--- config.mk ---
export PLATFORM = sky130hd
export DESIGN_NAME = peri_bus_arbiter
export DESIGN_NICKNAME = d
export VERILOG_FILES = /design/src/rtl/peri_bus_arbiter.sv
export SDC_FILE = /design/constraint.sdc
export NUM_CORES = 1
export LEC_CHECK = 0
export BUFFER_PORTS_ARGS = -buffer_cell sky130_fd_sc_hd__buf_2
export CAP_MARGIN = 0
export CORE_AREA = 2 2 126 128
export CTS_CLUSTER_DIAMETER = 150
export DETAILED_ROUTE_END_ITERATION = 8
export DIE_AREA = 0 0 128 130
export HOLD_SLACK_MARGIN = 0.03
export PLACE_DENSITY = 0.41
export SLEW_MARGIN = 5
export SYNTH_ARGS = -nofsm -noshare
export SYNTH_HDL_FRONTEND = slang
export SYNTH_SLANG_ARGS = --single-unit
--- constraint.sdc ---
create_clock -name HCLK -period 2.1 [get_ports HCLK]
set_clock_uncertainty 0.2 [all_clocks]
set_input_delay 0 -clock HCLK [delete_from_list [all_inputs] [get_ports HCLK]]
set_output_delay 0 -clock HCLK [all_outputs]
set_load 0.02 [all_outputs]
--- src/rtl/peri_bus_arbiter.sv ---
// peri_bus_arbiter: two-master (CPU m0, DMA m1) peripheral request arbiter, round-robin or fixed m0 priority when ARB_FIXED_PRIO_EN is defined
module peri_bus_arbiter #(
  parameter int ADDR_W = 32,
  parameter int DATA_W = 32,
  parameter int STRB_W = 4
) (
  input  logic              HCLK,
  input  logic              HRESETn,
  input  logic [ADDR_W-1:0] m0_addr,
  input  logic [DATA_W-1:0] m0_wdata,
  input  logic [STRB_W-1:0] m0_wmask,
  input  logic              m0_wen,
  input  logic              m0_ren,
  input  logic [2:0]        m0_burst,
  output logic              m0_rvalid,
  output logic              m0_wdone,
  output logic              m0_err,
  output logic [DATA_W-1:0] m0_rdata,
  input  logic [ADDR_W-1:0] m1_addr,
  input  logic [DATA_W-1:0] m1_wdata,
  input  logic [STRB_W-1:0] m1_wmask,
  input  logic              m1_wen,
  input  logic              m1_ren,
  input  logic [2:0]        m1_burst,
  output logic              m1_rvalid,
  output logic              m1_wdone,
  output logic              m1_err,
  output logic [DATA_W-1:0] m1_rdata,
  output logic [ADDR_W-1:0] peri_addr,
  output logic [DATA_W-1:0] peri_wdata,
  output logic [STRB_W-1:0] peri_wmask,
  output logic              peri_wen,
  output logic              peri_ren,
  output logic [2:0]        peri_burst,
  input  logic              peri_rvalid,
  input  logic              peri_wdone,
  input  logic              peri_err,
  input  logic [DATA_W-1:0] peri_rdata,
  output logic [1:0]        gnt,
  output logic              busy
);
  typedef enum logic [1:0] {IDLE, GNT0, GNT1} state_t;
  state_t state, state_nx;
  logic [4:0] beat_cnt, beat_cnt_nx;
  logic last_gnt, last_gnt_nx;
  logic req0, req1, resp, pick1, g0, g1, own_req;
  function automatic logic [4:0] burst_len(input logic [2:0] b);
    return b == 3'b011 ? 5'd3 : b == 3'b101 ? 5'd7 : b == 3'b111 ? 5'd15 : 5'd0;
  endfunction
  assign req0 = m0_wen | m0_ren;
  assign req1 = m1_wen | m1_ren;
  assign resp = peri_rvalid | peri_wdone;
  assign g0 = state == GNT0;
  assign g1 = state == GNT1;
  assign own_req = g0 ? req0 : req1;
`ifdef ARB_FIXED_PRIO_EN
  assign pick1 = req1 & ~req0;
`else
  assign pick1 = req1 & (~req0 | ~last_gnt);
`endif
  always_ff @(posedge HCLK or negedge HRESETn) begin
    if (!HRESETn) begin
      state    <= IDLE;
      beat_cnt <= 5'd0;
      last_gnt <= 1'b1;
    end else begin
      state    <= state_nx;
      beat_cnt <= beat_cnt_nx;
      last_gnt <= last_gnt_nx;
    end
  end
  always_comb begin
    state_nx    = state;
    beat_cnt_nx = beat_cnt;
    last_gnt_nx = last_gnt;
    if (state == IDLE) begin
      if (req0 | req1) begin
        state_nx    = pick1 ? GNT1 : GNT0;
        beat_cnt_nx = burst_len(pick1 ? m1_burst : m0_burst);
        last_gnt_nx = pick1;
      end
    end else if (!own_req || peri_err || (resp && beat_cnt == 5'd0)) begin
      state_nx = IDLE;
    end else if (resp) begin
      beat_cnt_nx = beat_cnt - 5'd1;
    end
  end
  always_comb begin
    peri_addr  = g0 ? m0_addr  : g1 ? m1_addr  : '0;
    peri_wdata = g0 ? m0_wdata : g1 ? m1_wdata : '0;
    peri_wmask = g0 ? m0_wmask : g1 ? m1_wmask : '0;
    peri_burst = g0 ? m0_burst : g1 ? m1_burst : '0;
    peri_wen   = g0 ? m0_wen   : g1 & m1_wen;
    peri_ren   = g0 ? m0_ren   : g1 & m1_ren;
    m0_rvalid  = g0 & peri_rvalid;
    m0_wdone   = g0 & peri_wdone;
    m0_err     = g0 & peri_err;
    m0_rdata   = g0 ? peri_rdata : '0;
    m1_rvalid  = g1 & peri_rvalid;
    m1_wdone   = g1 & peri_wdone;
    m1_err     = g1 & peri_err;
    m1_rdata   = g1 ? peri_rdata : '0;
    gnt        = {g1, g0};
    busy       = g0 | g1;
  end
endmodule

==> results.toml <==
[synth]
ys_types = 30
syn_inst = 239
synth.net_count = 426
yosys-mux-area-fraction = 0.00634
xor_xnor_cell_area_share_of_the_yosys_netlist = 0
synth_commonest_cells = "sky130_fd_sc_hd__a22o_1, sky130_fd_sc_hd__and2_1, sky130_fd_sc_hd__clkbuf_1, sky130_fd_sc_hd__nand2_1, sky130_fd_sc_hd__dfrtp_1"
synth-edff-count = 0
ys_ff_latch = 8
synth_area_um2 = 1780
yosys_warnings = 0
synth.top_cell.area_share = 0.355
async_reset_ff_frac = 1.00
synth_compound_gate_area_share = 0.451
synth_adder_area_share = 0.0282
yosys.area.top_type = "sky130_fd_sc_hd__a22o_1"
syn_area_per_cell_um2 = 7.43
synthMostInstantiatedCell = "sky130_fd_sc_hd__a22o_1"
synth_simple_gate_area_share = 0.329
post_synth_main_area_contributors = "sky130_fd_sc_hd__a22o_1, sky130_fd_sc_hd__and2_1, sky130_fd_sc_hd__dfrtp_1"
largest_family_of_logic_cells_by_synthesized_area = "compound AO/OA/AOI/OAI gates"
synth_seq_area_share = 0.113
ys_dominant_reg_cell = "sky130_fd_sc_hd__dfrtp_1"

[clock_network]
clock_tree.buffer_depth = 2
tritoncts_buffers = 3
cts_tree = "built"
clkSlewWorstSetupHoldPaths_ps = 40
cts_max_level = 1
tritoncts_num_sinks = 8
clkLatencyLatePin_ps = 230
clockRootBuffer = "sky130_fd_sc_hd__clkbuf_16"

[die]
die_x_um = 128
design.core.area_um2 = 15400
y_dimension_of_the_die_um = 130
ios = 329
initial_utilization = 0.115
row_count = 46
floorplan.die_area_um2 = 16600

[outcome]
status = "completed"

[detailed_routing]
detailedRoute.firstPassIterationCount = 4
via_per_inst = 4.24
route.detailed.wl_per_inst_um = 17.1
finalWirelength_um = 13100
drt_iter0_drc = 91
num_vias = 3256
drc = 0
final_antenna_net_count = 0

[worst_setup_path]
reg2regPathDepth = 8
critical_path.max_fanout = 5
critical-path-top-cell-by-count = "sky130_fd_sc_hd__buf_4"
timing.rr.end = "beat_cnt[1]$_DFFE_PN0P_"
biggest_cell_delay_along_the_critical_path_ps = 580
combined_buffer_and_inverter_count_along_the_critical_path = 4
crit_required_ps = 2020
reg2reg_slack_ps = 90
crit_arrival_ps = 1950
path_class = "primary input to flip-flop"
timing.critical_path.cells = "dlygate4sd3_1, buf_2, or4_1, nand2_1, o41ai_4, buf_4, buf_4, o21a_1"
cp-end-kind = "flip-flop"
cpMaxStageDelayCell = "sky130_fd_sc_hd__or4_1"
critPathTopFamily = "buffers and inverters"
worst_r2r_startpoint = "beat_cnt[0]$_DFFE_PN0P_"
crit_path_start = "m0_ren"
startpoint_type = "primary input"

[finish]
nets = 760
post-route-util = 0.261
final.fill_count = 1730
areaGrowthSynthToFinish_pct = 127
drive_above_1_share = 0.635
finish.cell_count_without_fillers = 768

[global_routing]
grt_pass1_vias = 2987
grt_overflow_total = 0
global_route.usage.total = 0.128
grt_pass1_wl_um = 16700
grt_antenna_before_repair = 3
grt_start_max_net_pins = 72

[sta]
hold_viol_final = 0
max-slew-margin-rel = 0.701
fin_crit_ps = 2030
max_slew.worst_pin.slew_ps = 448
final_min_period_over_clock_period = 0.966
slew_violations = 0
worst_hold_slack_ps = 40.0
maxClockFrequency_mhz = 493
timing.final.setup_violations = 0

[min_path]
timing.hold.worst.class = "primary input to asynchronous set/reset pin"

[power_and_ir_drop]
vdd_ir_drop_max_v = 0.000606
leakagePower_nw = 2.37
pwr_density_cell_nw_per_um2 = 1320

[placed_design]
place.gp.congestion = 0.884
post-place-cells = 745
post-dp-hpwl_um = 10600
portBuffers = 328

[run]
max_cap_violations = 0
==> final cells by class <==
type | count | area, um2 | area share
Clock buffer | 4 | 78.8 | 0.0195
Tap cell | 192 | 240 | 0.0596
Sequential cell | 8 | 201 | 0.0500
Timing Repair Buffer | 357 | 1990 | 0.494
Inverter | 4 | 15.0 | 0.00372
Antenna cell | 4 | 10.0 | 0.00248
Multi-Input combinational cell | 199 | 1500 | 0.371
==> layout by cell type, fill, tap and decap left out, types with 3 or more instances in the layout <==
master                          instances
sky130_fd_sc_hd__a22o_1                72
sky130_fd_sc_hd__and2_1                71
sky130_fd_sc_hd__buf_2                315
sky130_fd_sc_hd__buf_4                 27
sky130_fd_sc_hd__clkbuf_16              5
sky130_fd_sc_hd__dfrtp_1                7
sky130_fd_sc_hd__diode_2                4
sky130_fd_sc_hd__dlygate4sd3_1          7
sky130_fd_sc_hd__ha_4                   3
sky130_fd_sc_hd__inv_1                  3
sky130_fd_sc_hd__nand2_1               11
sky130_fd_sc_hd__nor2_1                 3
sky130_fd_sc_hd__nor3_1                 3
sky130_fd_sc_hd__o211ai_1               5
sky130_fd_sc_hd__o21ai_0                6
==> flip-flops by register name, summed over array words and instances (netlist names) <==
signal / flops
beat_cnt: 5
state: 2
last_gnt: 1
==> layer usage <==
layer / up-vias / share of wire / GRT usage
met2: 170 / 0.51 / 0.230
met1: 1515 / 0.39 / 0.150
met5: - / 0 / 0
met4: 0 / 0.019 / 0.0498
met3: 10 / 0.078 / 0.0287
li1: 1561 / - / -
==> report_power, final <==
part | switching (mW) | internal, mW | leakage (nW)
combinational | 2.79 | 1.90 | 2.23
clock | 0.0846 | 0.254 | 0.0382
sequential | 0.0513 | 0.226 | 0.0990
==> logic make-up (layout without fill, tap and decap cells) <==
| group | after synthesis | after routing |
|---|---|---|
| AO/OA/AOI/OAI | 94 | 94 |
| adder cells (fa/ha/maj) | 4 | 4 |
| buffers and inverters | 32 | 365 |
| flip-flops | 8 | 8 |
| multiplexers | 1 | 1 |
| other | 0 | 4 |
| AND/OR/NAND/NOR | 100 | 100 |
==> through the flow <==
stage	TNS [ps]	setup WS, ps	area, um2	power [mW]
finish	0	71.6	4030	5.30
global route	-89.1	-54.0	4030	5.64
CTS	0	9.93	3830	4.97
detailed placement	0	25.5	3680	4.59
global placement	0	59.4	3680	4.57
floorplan	0	0.507	1790	3.05
==> what timing repair did <==
action	in CTS	in global routing
pin swaps	0	3
hold buffers	7	0
gates cloned	0	3
setup endpoints to repair	61	69
gates resized for setup	1	25
endpoints found under the hold margin	11	0
setup buffers	0	5
==> how the worst max path moves through the flow <==
stage / endpoint / slack [ps] / cells after the start
final: beat_cnt[0]$_DFFE_PN0P_ / 70 / 8
after global routing: beat_cnt[0]$_DFFE_PN0P_ / -50 / 8
after CTS: peri_burst[0] / 10 / 7
after detailed placement: beat_cnt[0]$_DFFE_PN0P_ / 30 / 8
after global placement: beat_cnt[1]$_DFFE_PN0P_ / 60 / 8
after floorplan: beat_cnt[2]$_DFFE_PN0P_ / 0.5 / 7
Power figures use the tool's default switching activity.
